==> src/rtl/alu_pkg.sv <==
// Shared ALU operation codes and RISC-V major opcodes, used by the decode stage and the ALU.
package alu_pkg;

    localparam int unsigned OpcodeLength = 4;

    typedef logic [OpcodeLength-1:0] alu_op_t;

    localparam alu_op_t AluAnd  = 4'b0000;
    localparam alu_op_t AluOr   = 4'b0001;
    localparam alu_op_t AluAdd  = 4'b0010;
    localparam alu_op_t AluSub  = 4'b0011;
    localparam alu_op_t AluXor  = 4'b0100;
    localparam alu_op_t AluSll  = 4'b0101;
    localparam alu_op_t AluSrl  = 4'b0110;
    localparam alu_op_t AluSra  = 4'b0111;
    localparam alu_op_t AluEq   = 4'b1000;
    localparam alu_op_t AluSlt  = 4'b1001;
    localparam alu_op_t AluSltu = 4'b1010;
    localparam alu_op_t AluNe   = 4'b1011;

    localparam logic [6:0] OpcRType  = 7'b0110011;
    localparam logic [6:0] OpcIAlu   = 7'b0010011;
    localparam logic [6:0] OpcLoad   = 7'b0000011;
    localparam logic [6:0] OpcStore  = 7'b0100011;
    localparam logic [6:0] OpcJal    = 7'b1101111;
    localparam logic [6:0] OpcJalr   = 7'b1100111;
    localparam logic [6:0] OpcLui    = 7'b0110111;
    localparam logic [6:0] OpcAuipc  = 7'b0010111;
    localparam logic [6:0] OpcBranch = 7'b1100011;

    localparam logic [6:0] Funct7Zero = 7'b0000000;
    localparam logic [6:0] Funct7Alt  = 7'b0100000;

    // Operations available when the extended operation set is disabled.
    function automatic logic is_base_op(alu_op_t op);
        return (op == AluAnd) || (op == AluOr) || (op == AluAdd) ||
               (op == AluSub) || (op == AluEq);
    endfunction

endpackage

==> src/rtl/alu_op_decode.sv <==
// Combinational instruction-field to ALU operation decode.
// Define ALU_EXT_OPS_EN to enable XOR, shifts, SLT/SLTU and NE; otherwise they decode illegal.
module alu_op_decode
    import alu_pkg::*;
(
    input  logic [6:0] opcode,
    input  logic [2:0] funct3,
    input  logic [6:0] funct7,
    output alu_op_t    operation,
    output logic       illegal
);

`ifdef ALU_EXT_OPS_EN
    localparam bit ExtEn = 1'b1;
`else
    localparam bit ExtEn = 1'b0;
`endif

    alu_op_t raw_op;
    logic    raw_ill;

    always_comb begin
        raw_op  = AluAnd;
        raw_ill = 1'b0;
        case (opcode)
            OpcRType: begin
                if (funct3 == 3'b000 && funct7 == Funct7Alt) begin
                    raw_op = AluSub;
                end else if (funct3 == 3'b101 && funct7 == Funct7Alt) begin
                    raw_op = AluSra;
                end else if (funct7 != Funct7Zero) begin
                    raw_ill = 1'b1;
                end else begin
                    case (funct3)
                        3'b000:  raw_op = AluAdd;
                        3'b001:  raw_op = AluSll;
                        3'b010:  raw_op = AluSlt;
                        3'b011:  raw_op = AluSltu;
                        3'b100:  raw_op = AluXor;
                        3'b101:  raw_op = AluSrl;
                        3'b110:  raw_op = AluOr;
                        default: raw_op = AluAnd;
                    endcase
                end
            end
            OpcIAlu: begin
                // funct7 is immediate data except for the shift encodings.
                case (funct3)
                    3'b000: raw_op = AluAdd;
                    3'b010: raw_op = AluSlt;
                    3'b011: raw_op = AluSltu;
                    3'b100: raw_op = AluXor;
                    3'b110: raw_op = AluOr;
                    3'b111: raw_op = AluAnd;
                    3'b001: begin
                        if (funct7 == Funct7Zero) raw_op = AluSll;
                        else                      raw_ill = 1'b1;
                    end
                    default: begin
                        if (funct7 == Funct7Zero)     raw_op = AluSrl;
                        else if (funct7 == Funct7Alt) raw_op = AluSra;
                        else                          raw_ill = 1'b1;
                    end
                endcase
            end
            OpcLoad, OpcStore, OpcJal, OpcJalr, OpcLui, OpcAuipc: begin
                raw_op = AluAdd;
            end
            OpcBranch: begin
                if (funct3 == 3'b000)      raw_op = AluEq;
                else if (funct3 == 3'b001) raw_op = AluNe;
                else                       raw_ill = 1'b1;
            end
            default: raw_ill = 1'b1;
        endcase
    end

    always_comb begin
        illegal   = raw_ill || (!ExtEn && !is_base_op(raw_op));
        operation = illegal ? AluAnd : raw_op;
    end

endmodule

==> src/rtl/alu_op_stage.sv <==
// Registered decode stage: valid/ready handshake, ALU operation register and
// saturating illegal-instruction counter. ALU_EXT_OPS_EN selects the extended op set.
module alu_op_stage
    import alu_pkg::*;
#(
    parameter int unsigned OPCODE_LENGTH = 4,
    parameter int unsigned CNT_WIDTH     = 8
) (
    input  logic                     clk,
    input  logic                     reset,
    input  logic                     in_valid,
    output logic                     in_ready,
    input  logic [6:0]               in_opcode,
    input  logic [2:0]               in_funct3,
    input  logic [6:0]               in_funct7,
    input  logic                     flush,
    output logic                     out_valid,
    input  logic                     out_ready,
    output logic [OPCODE_LENGTH-1:0] Operation,
    output logic                     out_illegal,
    output logic [CNT_WIDTH-1:0]     illegal_count
);

    localparam logic [CNT_WIDTH-1:0] CntMax = '1;

    alu_op_t dec_op;
    logic    dec_ill;
    logic    accept;

    logic                     valid_d, valid_q;
    logic [OPCODE_LENGTH-1:0] op_d, op_q;
    logic                     ill_d, ill_q;
    logic [CNT_WIDTH-1:0]     cnt_d, cnt_q;

    alu_op_decode u_decode (
        .opcode    (in_opcode),
        .funct3    (in_funct3),
        .funct7    (in_funct7),
        .operation (dec_op),
        .illegal   (dec_ill)
    );

    assign in_ready = !valid_q || out_ready;
    assign accept   = in_valid && in_ready;

    always_comb begin
        valid_d = valid_q;
        op_d    = op_q;
        ill_d   = ill_q;
        cnt_d   = cnt_q;
        // Flush wins over accept; payload registers hold their last values.
        if (flush) begin
            valid_d = 1'b0;
        end else if (accept) begin
            valid_d = 1'b1;
            op_d    = OPCODE_LENGTH'(dec_op);
            ill_d   = dec_ill;
            if (dec_ill && cnt_q != CntMax) begin
                cnt_d = cnt_q + 1'b1;
            end
        end else if (out_ready) begin
            valid_d = 1'b0;
        end
    end

    always_ff @(posedge clk) begin
        if (reset) begin
            valid_q <= 1'b0;
            op_q    <= '0;
            ill_q   <= 1'b0;
            cnt_q   <= '0;
        end else begin
            valid_q <= valid_d;
            op_q    <= op_d;
            ill_q   <= ill_d;
            cnt_q   <= cnt_d;
        end
    end

    assign out_valid     = valid_q;
    assign Operation     = op_q;
    assign out_illegal   = ill_q;
    assign illegal_count = cnt_q;

endmodule
==> config.mk <==
export PLATFORM = sky130hd
export DESIGN_NAME = alu_op_stage
export DESIGN_NICKNAME = d
export VERILOG_FILES = /design/src/rtl/alu_pkg.sv /design/src/rtl/alu_op_decode.sv /design/src/rtl/alu_op_stage.sv
export SDC_FILE = /design/constraint.sdc
export NUM_CORES = 1
export LEC_CHECK = 0
export ABC_AREA = 1
export CORE_UTILIZATION = 50
export CTS_CLUSTER_DIAMETER = 150
export DETAILED_ROUTE_END_ITERATION = 12
export PLACE_DENSITY = 0.85
export SLEW_MARGIN = 5
export SYNTH_ARGS = -nofsm -noshare
export SYNTH_HDL_FRONTEND = slang
export SYNTH_SLANG_ARGS = --single-unit
export TNS_END_PERCENT = 30
==> constraint.sdc <==
create_clock -name clk -period 3.7 [get_ports clk]
set_clock_uncertainty 0.15 [all_clocks]
set_input_delay 0.74 -clock clk [delete_from_list [all_inputs] [get_ports clk]]
set_output_delay 0.74 -clock clk [all_outputs]
set_load 0.02 [all_outputs]
# After elaboration in Yosys (flattened, before gate mapping)
# Cells that the tools add are included.
[totals]
reg_bits = 14
elab_cells = 74
output_inout_bits = 15
[op_classes]
n_addsub = 1
mux = 24
reduce_logical = 22
n_eq_ne = 22
bitwise_logic = 1
[ops]
columns = ["cell", "count"]
rows = [
  ["one-hot mux 4 bit (7 select lines)", 2],
  ["equality test 7 x 6 -> 1 bit, second input constant", 4],
  ["two-way mux 4 bit", 7],
  ["equality test 7 bit, second input constant", 3],
  ["one-hot mux 4 bit (4 select lines)", 1],
  ["equality test 7 x 5 -> 1 bit, second input constant", 2],
  ["equality test 3 bit, second input constant", 4],
  ["OR reduction 6 bit", 2],
  ["two-way mux 1 bit", 10],
  ["adder 8 x 1 -> 8 bit, second input constant", 1],
  ["equality test 4 x 2 -> 1 bit, second input constant", 2],
  ["!= test 8 bit, second input constant", 1],
  ["equality test 7 x 2 -> 1 bit, second input constant", 1],
  ["zero test 7 bit", 1],
  ["nonzero test 7 bit", 1],
  ["equality test 3 x 2 -> 1 bit, second input constant", 2],
  ["logical OR 1 bit", 6],
  ["two-way mux 3 bit", 2],
  ["equality test 4 x 1 -> 1 bit, second input constant", 1],
  ["equality test 4 bit, second input constant", 1],
  ["logical AND 1 bit", 4],
  ["zero test 4 bit", 1],
  ["one-hot mux 1 bit (4 select lines)", 1],
  ["equality test 3 x 1 -> 1 bit, second input constant", 1],
  ["other kinds (8)", 9],
]

# Depth between registers and ports, before layout
# Gate-level depths: netlist of run 1.
[depth]
ltp_word = 15
ltp_mapped = 16
depth_no_buf = 15

# Hierarchy
# Synthesis of run 1 repeated with hierarchy kept, for this count alone.
[hier_totals]
hier_cells = 194
area_unflattened_um2 = 1179.9
[by_module_without_submodules]
columns = ["module", "n_inst", "area_per_inst_um2", "cells_each"]
rows = [
  ["alu_op_stage", 1, 690.7, 101],
  ["alu_op_decode", 1, 489.2, 93],
]

# Least setup slack after synthesis of run 1
# No wires, ideal clock.
[synth_path]
path_type = "input to register"
from = "input port in_opcode[2]"
to = "register cnt_q[0] (netlist: illegal_count[0])"
path_stages = 13
setup_ps = 115
path_slack_ps = 1571
t_arrival_ps = 1863
path_cell_list = "inv_1 -> nand2_1 -> nor2_4 -> nand3_1 -> nand3_1 -> nand2_1 -> clkinv_1 -> nand3_1 -> nor2_1 -> nand2_4 -> buf_6 -> a21oi_1 -> nor2_1"
[synth_via]
elab_chain_cells = 12
[synth_lines]
columns = ["element", "line", "rtl"]
rows = [
  ["from (decl)", "alu_op_stage.sv:13", "input logic [6:0] in_opcode,"],
  ["equality test 7 x 2 -> 1 bit (tied with other cells)", "alu_op_decode.sv:25", "case (opcode)"],
  ["OR reduction 6 bit", "alu_op_decode.sv:25", ""],
  ["one-hot mux 4 bit (4 select lines)", "alu_op_decode.sv:25", ""],
  ["equality test 4 x 1 -> 1 bit or zero test 4 bit (tied branches)", "alu_pkg.sv:36", "return (op == AluAnd) || (op == AluOr) || (op == AluAdd) ||"],
  ["logical OR 1 bit (3 in a row)", "alu_pkg.sv:36", ""],
  ["logical OR 1 bit", "alu_pkg.sv:37", "(op == AluSub) || (op == AluEq);"],
  ["zero test 1 bit", "alu_op_decode.sv:79", "illegal = raw_ill || (!ExtEn && !is_base_op(raw_op));"],
  ["logical OR 1 bit *", "alu_op_decode.sv:79", ""],
  ["logical AND 1 bit *", "alu_op_stage.sv:58", "if (dec_ill && cnt_q != CntMax) begin"],
  ["AND reduction 3 bit (no line) *", "-", ""],
  ["to (signal assigned)", "alu_op_stage.sv:76", "cnt_q <= cnt_d;"],
  ["to (decl)", "alu_op_stage.sv:33", "logic [CNT_WIDTH-1:0] cnt_d, cnt_q;"],
]
# Every way passes the cells marked *; elsewhere a longest branch is shown, timed or not.
# A chain may end at the register's enable or synchronous reset.

# Worst setup path after layout of run 1
[layout_path]
from = "input port out_ready"
to = "output port in_ready"
[layout_via]
elab_chain_cells = 1
[layout_lines]
columns = ["element", "line", "rtl"]
rows = [
  ["from (decl)", "alu_op_stage.sv:18", "input logic out_ready,"],
  ["logical OR 1 bit", "alu_op_stage.sv:43", "assign in_ready = !valid_q || out_ready;"],
  ["to (decl)", "alu_op_stage.sv:12", "output logic in_ready,"],
]
# Every way passes these cells.

==> impl_metrics.tcl, run 1 <==
set metrics [dict create \
    io_pins 37 \
    totalPowerFinal_mw 0.349 \
    post_cts_resized 0 \
    post_synth_xor_area_fraction 0.0435 \
    max_freq_ghz 0.358 \
    place.detailed.instances 261 \
    unrepaired_setup_endpoints_after_global_routing "no" \
    clock_tree.htree_level_count 1 \
    yosys.area_share.simple 0.526 \
    regArea_um2 280 \
    rr_startpoint "illegal_count[0]" \
    top_cell_type_s_share_of_synthesized_area 0.232 \
    detailed_place.area_um2 1590 \
    cts_sinks 14 \
    cts_tree "yes" \
    first_pass_grt_wire_length_um 4510 \
    hp_class "reg2reg" \
    critical_path.n_buffers_inverters 3 \
    worstSetupEndpointType "output pin" \
    crit_family "buffers and inverters" \
    portBuffers 36 \
    vias_per_cell 4.96 \
    synth_top_area_cell "dfxtp_1" \
    fin_setup_tns_ps 0 \
    antenna_found_initial 0 \
    final_cell_count_no_fill 265 \
    largest_family_of_logic_cells_by_synthesized_area "simple AND/OR/NAND/NOR gates" \
    multi_input_comb_area_um2 796 \
    globalplace.congestion 0.861 \
    finalInstanceArea_um2 1620 \
    synth-compound-area-share 0.0788 \
    setup.worst_path.class "in2out" \
    critPathRequiredTime_ps 2810 \
    ys_top_cells_by_area "dfxtp_1 23%, nand2_1 17%, nand3_1 9.5%" \
    ys_warn_count 0 \
    drv.max_cap_violation_count 0 \
    number_of_global_route_vias_before_repair 1153 \
    worst_skew_pair.late_latency_ps 290 \
    intPower_mw 0.251 \
    cpMostUsedCell "clkdlybuf4s50_1" \
    setup_viol 0 \
    place_hpwl_um 2000 \
    max-slew-margin-rel 0.677 \
    mappedNetlistNets 222 \
    grt_start_max_net_pins 14 \
    worst_path_largest_cell_delay_ps 590 \
    floorplan.core_area_um2 2250 \
    path_clk_slew_ps 80 \
    clockRootBuffer "clkbuf_4" \
    finalHoldViolCount 0 \
    type_of_element_launching_the_critical_path "primary input" \
    global_route.overflow_total 0 \
    detailedRoute.firstPassIterationCount 4 \
    number_of_cts_inserted_buffers 3 \
    critPathArrivalTime_ps 1900 \
    synth_cell_types 26 \
    powerDensity_nw_per_um2 215 \
    vias 1314 \
    antenna_cells_inserted 0 \
    tightest_slew_ps 483 \
    report.final.slew_viol_count 0 \
    start_util 0.536 \
    layout-drive-gt1-share 0.152 \
    grt_usage 0.224 \
    synth-adder-area-share 0.0104 \
    dieWidth_um 51.1 \
    syn-mean-instance-area_um2 6.07 \
    hold_buffers 0 \
    switching_share 0.282 \
    design.die.area_um2 2620 \
    share_comb_of_total_power 0.231 \
    layout_common_cells "55 x nand2_1, 36 x clkdlybuf4s50_1, 23 x inv_1, 23 x nand3_1, 17 x nor2_1" \
    clk_path_buf_depth 2 \
    seq_power_share 0.445 \
    route.detailed.drc 0 \
    postSynthRegisterBits 14 \
    cts_setup_buffers 0 \
    drt.antenna.violating_nets 0 \
    finalWirelength_um 2460 \
    finalWorstPathRequiredPeriod_ps 2790 \
    hold_path.startpoint "Operation[2]" \
    filler_cell_count 215 \
    total_leakage_power_nw 0.726 \
    design.final.nets 261 \
    die_height_um 51.1 \
    crit_chain "clkdlybuf4s50_1 > nor2_1 > inv_1 > clkdlybuf4s50_1" \
    net-switching-power_mw 0.0985 \
    synth.cell_area_um2 1210 \
    vdd_drop_max_uv 182 \
    critPathLaunch "out_ready" \
    rows 17 \
    syn_inst 199 \
    final_common_cell "nand2_1" \
    worstPathMaxFanout 2 \
    wl_per_cell_um 9.30 \
    flow.area_growth_from_synthesis_pct 34.5 \
    cp_slowest_cell "clkdlybuf4s50_1" \
    run_status "finished, final reports clean" \
    post-route-period-util 0.754 \
    clock_power_frac 0.324 \
    yosysSeqAreaShare 0.232 \
    drt_first_iter_violations 16 \
    synth.area.mux_share 0 \
]
[synthesized netlist by cell type]
cell type	number
nand2_1	55
inv_1	23
nand3_1	23
nor2_1	17
dfxtp_1	14
a21oi_1	13
nand2_2	8
inv_2	7
nor2_4	6
nor2_2	5
nand3_2	4
nand4_1	3
nor3_1	3
xnor2_1	3
xor2_1	3
o21ai_0	2
a211oi_1	1
and3_1	1
buf_6	1
clkbuf_1	1
clkinv_1	1
ha_1	1
nand2_4	1
nor3_2	1
o211ai_1	1
o21ai_1	1
[layer usage]
layer,up-vias,GRT usage,share of wire
met4,0,0.0880,0.016
met3,6,0.0446,0.034
li1,711,-,-
met5,-,0,0
met1,571,0.265,0.48
met2,26,0.390,0.47
[flip-flops by register name (all words and copies together) (netlist names)]
| signal | count |
|---|---|
| out_valid | 1 |
| illegal_count | 8 |
| out_illegal | 1 |
| Operation | 4 |
[path summary, 6_finish.rpt]
path | to | slack (ps) | cells after the start
setup / recovery | in_ready | 910 | 4
hold / removal | Operation[2] | 300 | 2
setup reg to reg | illegal_count[1] | 1910 | 7
hold reg to reg | Operation[2] | 300 | 2
[worst reg2reg max path, stage by stage, from the launching register on]
cell     delay [ps]
dfxtp_1         420
ha_1            230
nand3_1         140
nor3_1          290
nor2_4          130
nand2_2         160
nand2_1          70
a21oi_1         120
[stage by stage]
stage	setup slack, ps	util	hold slack (ps)
after floorplan	1570	-	369
after global placement	911	0.704	285
after detailed placement	903	0.704	289
after CTS	905	0.720	302
after global routing	868	0.720	317
final	910	0.720	301
[power by group through the flow]
stage | registers (mW) | clock network (mW) | logic (mW)
after floorplan | 0.162 | 0 | 0.0394
after global placement | 0.159 | 0 | 0.0799
after detailed placement | 0.159 | 0 | 0.0811
after CTS | 0.155 | 0.116 | 0.0812
after global routing | 0.156 | 0.121 | 0.0904
final | 0.155 | 0.113 | 0.0808
[logic make-up (layout without fill, tap and decap cells)]
logic type,Yosys count,in the layout
adders and majority gates,1,1
xor gates and xnor gates,6,6
DFF,14,14
and+or+nand+nor,127,127
AOI/OAI and AO/OA,18,18
buffers and inverters,33,71
[final cells by class]
cell class,count,share of cell area
well taps,28,0.0216
clock buffers,4,0.0223
repair buffers,36,0.222
multi-input cells,152,0.490
inverters,31,0.0716
flip-flops and latches,14,0.173
Note: power is estimated with default switching activity, not from simulation.
==> run 2: changes to the inputs <==
--- a/config.mk
+++ b/config.mk
@@ -6,10 +6,10 @@
 export NUM_CORES = 1
 export LEC_CHECK = 0
 export ABC_AREA = 1
-export CORE_UTILIZATION = 50
+export CORE_UTILIZATION = 42
 export CTS_CLUSTER_DIAMETER = 150
 export DETAILED_ROUTE_END_ITERATION = 12
-export PLACE_DENSITY = 0.85
+export PLACE_DENSITY = 0.76
 export SLEW_MARGIN = 5
 export SYNTH_ARGS = -nofsm -noshare
 export SYNTH_HDL_FRONTEND = slang
==> constraint.sdc (replaced) <==
create_clock -name clk -period 2.4 [get_ports clk]
set_clock_uncertainty 0.15 [all_clocks]
set_input_delay 0.48 -clock clk [delete_from_list [all_inputs] [get_ports clk]]
set_output_delay 0.48 -clock clk [all_outputs]
set_load 0.02 [all_outputs]
==> impl_metrics.tcl, run 2 (synthesis results as in run 1) <==
set metrics [dict create \
    clk_path_buf_depth 2 \
    antenna_cells_inserted 0 \
    clock_power_frac 0.308 \
    finalWorstPathRequiredPeriod_ps 2300 \
    setup.worst_path.class "in2out" \
    flow.area_growth_from_synthesis_pct 42.5 \
    start_util 0.442 \
    global_route.overflow_total 0 \
    final_core_utilization 0.629 \
    layout-drive-gt1-share 0.193 \
    vdd_drop_max_uv 310 \
    clock_tree.htree_level_count 1 \
    hold_buffers 0 \
    max_freq_ghz 0.435 \
    cts_setup_buffers 0 \
    rows 19 \
    die_height_um 55.6 \
    portBuffers 36 \
    route.detailed.drc 0 \
    detailedRoute.firstPassIterationCount 4 \
    share_comb_of_total_power 0.250 \
    critPathArrivalTime_ps 1670 \
    fin_setup_tns_ps 0 \
    layout_common_cells "55 x nand2_1, 35 x clkdlybuf4s50_1, 23 x inv_1, 23 x nand3_1, 17 x nor2_1" \
    max_reg_flops 8 \
    first_pass_grt_wire_length_um 4640 \
    total_leakage_power_nw 0.794 \
    critPathLaunch "out_ready" \
    wl_per_cell_um 9.41 \
    grt_usage 0.181 \
    worstPathMaxFanout 2 \
    placement.setup.worst_slack_ps -121 \
    grt_start_max_net_pins 14 \
    filler_cell_count 272 \
    dieWidth_um 55.6 \
    finalHoldViolCount 0 \
    multi_input_comb_area_um2 796 \
    detailed_place.area_um2 1680 \
    report.final.slew_viol_count 0 \
    place_hpwl_um 2210 \
    design.final.nets 273 \
    design.die.area_um2 3090 \
    drt_first_iter_violations 48 \
    vias_per_cell 4.89 \
    post-route-period-util 0.957 \
    run_status "finished, final reports clean" \
    cts_tree "yes" \
    place.detailed.instances 276 \
    drt.antenna.violating_nets 0 \
    totalPowerFinal_mw 0.542 \
    final_common_cell "nand2_1" \
    critPathRequiredTime_ps 1770 \
    finalInstanceArea_um2 1720 \
    max-slew-margin-rel 0.686 \
    finalWirelength_um 2640 \
    rr_startpoint "illegal_count[0]" \
    floorplan.core_area_um2 2730 \
    post_cts_resized 0 \
    drv.max_cap_violation_count 0 \
    path_clk_slew_ps 80 \
    tightest_slew_ps 469 \
    hold_path.startpoint "Operation[2]" \
    seq_power_share 0.442 \
    antenna_found_initial 0 \
    switching_share 0.271 \
    worst_skew_pair.late_latency_ps 270 \
    setup_viol 0 \
    vias 1368 \
    worstSetupEndpointType "output pin" \
    intPower_mw 0.395 \
    post-route-worst-setup-slack_ps 102 \
    unrepaired_setup_endpoints_after_global_routing "no" \
    io_pins 37 \
    powerDensity_nw_per_um2 315 \
    net-switching-power_mw 0.147 \
    clockRootBuffer "clkbuf_4" \
    cts_sinks 14 \
    globalplace.congestion 0.869 \
    number_of_global_route_vias_before_repair 1188 \
    regArea_um2 280 \
    final_cell_count_no_fill 280 \
    type_of_element_launching_the_critical_path "primary input" \
    fin_hold_ws_ps 306 \
    hp_class "reg2reg" \
    number_of_cts_inserted_buffers 3 \
]
[run 2: power by group through the flow]
stage          Clock [mW]  Sequential, mW  Combinational [mW]
6_report            0.167           0.239               0.135
5_1_grt             0.186           0.240               0.149
4_1_cts             0.171           0.240               0.136
3_5_place_dp            0           0.245               0.136
3_3_place_gp            0           0.245               0.135
2_1_floorplan           0           0.249              0.0608
[run 2: metal layers]
layer | track usage | vias up | wire (µm)
li1 | - | 732 | -
met1 | 0.221 | 596 | 1260
met2 | 0.329 | 36 | 1230
met3 | 0.0256 | 4 | 119
met4 | 0.0536 | 0 | 32
met5 | 0 | - | 0
[run 2: cell type report]
cell class	count	area share
repair buffers	48	0.263
clock buffers	4	0.0211
inverters	31	0.0676
flip-flops and latches	14	0.163
well taps	31	0.0225
multi-input cells	152	0.463
[run 2: worst paths after layout]
check                          end  slack (ps)  cells past startpoint
hold / removal        Operation[2]         310                      2
setup / recovery          in_ready         100                      4
setup reg to reg  illegal_count[3]         640                      7
hold reg to reg       Operation[2]         310                      2
[run 2: worst max-delay path, stage by stage]
cell and delay, ps:
clkdlybuf4s50_1 400, nor2_1 170, inv_1 80, clkdlybuf4s50_1 540
==> run 3: changes to the inputs <==
--- a/config.mk
+++ b/config.mk
@@ -6,10 +6,11 @@
 export NUM_CORES = 1
 export LEC_CHECK = 0
 export ABC_AREA = 1
-export CORE_UTILIZATION = 42
+export CORE_MARGIN = 2
+export CORE_UTILIZATION = 47
 export CTS_CLUSTER_DIAMETER = 150
 export DETAILED_ROUTE_END_ITERATION = 12
-export PLACE_DENSITY = 0.76
+export PLACE_DENSITY = 0.8
 export SLEW_MARGIN = 5
 export SYNTH_ARGS = -nofsm -noshare
 export SYNTH_HDL_FRONTEND = slang
==> constraint.sdc (replaced) <==
create_clock -name clk -period 2.3 [get_ports clk]
set_clock_uncertainty 0.15 [all_clocks]
set_input_delay 0.46 -clock clk [delete_from_list [all_inputs] [get_ports clk]]
set_output_delay 0.46 -clock clk [all_outputs]
set_load 0.02 [all_outputs]
==> impl_metrics.tcl, run 3 (synthesis results as in run 1) <==
set metrics [dict create \
    critPathArrivalTime_ps 2160 \
    grt_start_max_net_pins 14 \
    io_pins 37 \
    rr_startpoint "illegal_count[0]" \
    rows 18 \
    design.final.nets 276 \
    max-slew-margin-rel 0.686 \
    grt_use_met2 0.331 \
    hold_path.startpoint "Operation[3]" \
    finalWirelength_um 2750 \
    total_leakage_power_nw 0.829 \
    antenna_found_initial 0 \
    finalInstanceArea_um2 1760 \
    globalRoute.busiestLayer "met2" \
    grt_usage 0.194 \
    flow.area_growth_from_synthesis_pct 45.5 \
    worstPathMaxFanout 12 \
    hp_class "reg2reg" \
    vdd_drop_max_uv 260 \
    clk_path_buf_depth 2 \
    clock_tree.htree_level_count 1 \
    wl_per_cell_um 9.73 \
    worstSetupEndpointType "flip-flop" \
    max_freq_ghz 0.464 \
    cts_sinks 14 \
    global_route.overflow_total 0 \
    path_clk_slew_ps 80 \
    post-route-worst-setup-slack_ps 146 \
    post-route-period-util 0.937 \
    critPathRequiredTime_ps 2310 \
    route.detailed.drc 0 \
    cts_tree "yes" \
    fin_setup_tns_ps 0 \
    finalHoldViolCount 0 \
    vias 1368 \
    grtUsageMet3 0.0355 \
    hold_buffers 0 \
    place_hpwl_um 2180 \
    antenna_cells_inserted 0 \
    design.die.area_um2 2990 \
    drv.max_cap_violation_count 0 \
    first_pass_grt_wire_length_um 4260 \
    drt.antenna.violating_nets 0 \
    worst_skew_pair.late_latency_ps 300 \
    layout-drive-gt1-share 0.206 \
    max_reg_flops 8 \
    dieWidth_um 54.7 \
    setup_viol 0 \
    detailed_place.area_um2 1680 \
    layout_common_cells "55 x nand2_1, 32 x clkdlybuf4s50_1, 23 x inv_1, 23 x nand3_1, 16 x nor2_1" \
    final_common_cell "nand2_1" \
    vias_per_cell 4.85 \
    met1_usage 0.234 \
    critPathLaunch "in_opcode[2]" \
    setup.worst_path.class "in2reg" \
    portBuffers 36 \
    finalWorstPathRequiredPeriod_ps 2150 \
    floorplan.core_area_um2 2450 \
    totalPowerFinal_mw 0.578 \
    placement.setup.worst_slack_ps -186 \
    powerDensity_nw_per_um2 329 \
    start_util 0.492 \
    tightest_slew_ps 470 \
    clockRootBuffer "clkbuf_4" \
    number_of_global_route_vias_before_repair 1085 \
    drt_first_iter_violations 38 \
    globalplace.congestion 0.900 \
    type_of_element_launching_the_critical_path "primary input" \
    report.final.slew_viol_count 0 \
    detailedRoute.firstPassIterationCount 4 \
    run_status "finished, final reports clean" \
    number_of_cts_inserted_buffers 3 \
    die_height_um 54.7 \
]
[run 3: cell count changes in the layout (fill, tap and decap cells not counted)]
cell	delta
nand2_2	-1
nor2_1	-1
dlymetal6s2s_1	+3
clkdlybuf4s50_1	-3
nand2_4	+1
nor2_2	+1
buf_4	+3
[run 3: final timing paths]
kind                                          to  slack, ps  depth (start not counted)
worst max-delay path            illegal_count[3]        150                         16
worst min-delay path                Operation[3]        320                          2
worst max register to register  illegal_count[3]        490                          7
worst min register to register      Operation[3]        320                          2
[run 3: power by group]
group          internal, mW  switching [mW]  leakage [nW]
clock                0.0967          0.0857        0.0210
combinational        0.0720          0.0734         0.694
sequential            0.246         0.00404         0.113
[run 3: what timing repair did]
action / CTS / global route
endpoints found under the setup margin: 0 / 8
setup buffers: 0 / 3
resized for setup: 0 / 6
[run 3: final cells by class]
cell class,count,area [µm²]
clock buffers,4,36.3
multi-input cells,152,803
inverters,31,116
fillers,200,698
well taps,30,37.5
flip-flops and latches,14,280
repair buffers,51,483
[run 3: metrics by stage]
stage | std cells | utilization | hold slack [ps]
6_report | 282 | 0.716 | 316
5_1_grt | 282 | 0.716 | 340
4_1_cts | 279 | 0.699 | 321
3_5_place_dp | 275 | 0.685 | 307
3_3_place_gp | 275 | 0.685 | 284
2_1_floorplan | 199 | - | 369
[run 3: routing by layer]
metal / vias up / part of all wire
met5: - / 0
met4: 0 / 0.021
met3: 7 / 0.053
met2: 44 / 0.48
met1: 578 / 0.44
li1: 739 / -
[run 3: critical path: stages]
cell,delay [ps]
clkdlybuf4s50_1,400
inv_1,70
nand2_1,80
nor2_4,170
buf_4,140
nand2_2,50
nor2_2,110
nor2_1,70
nand2_2,70
nor2_2,40
nand2_2,60
nand2_2,50
nand2_4,140
nand2_4,90
nand2_1,70
a21oi_1,60
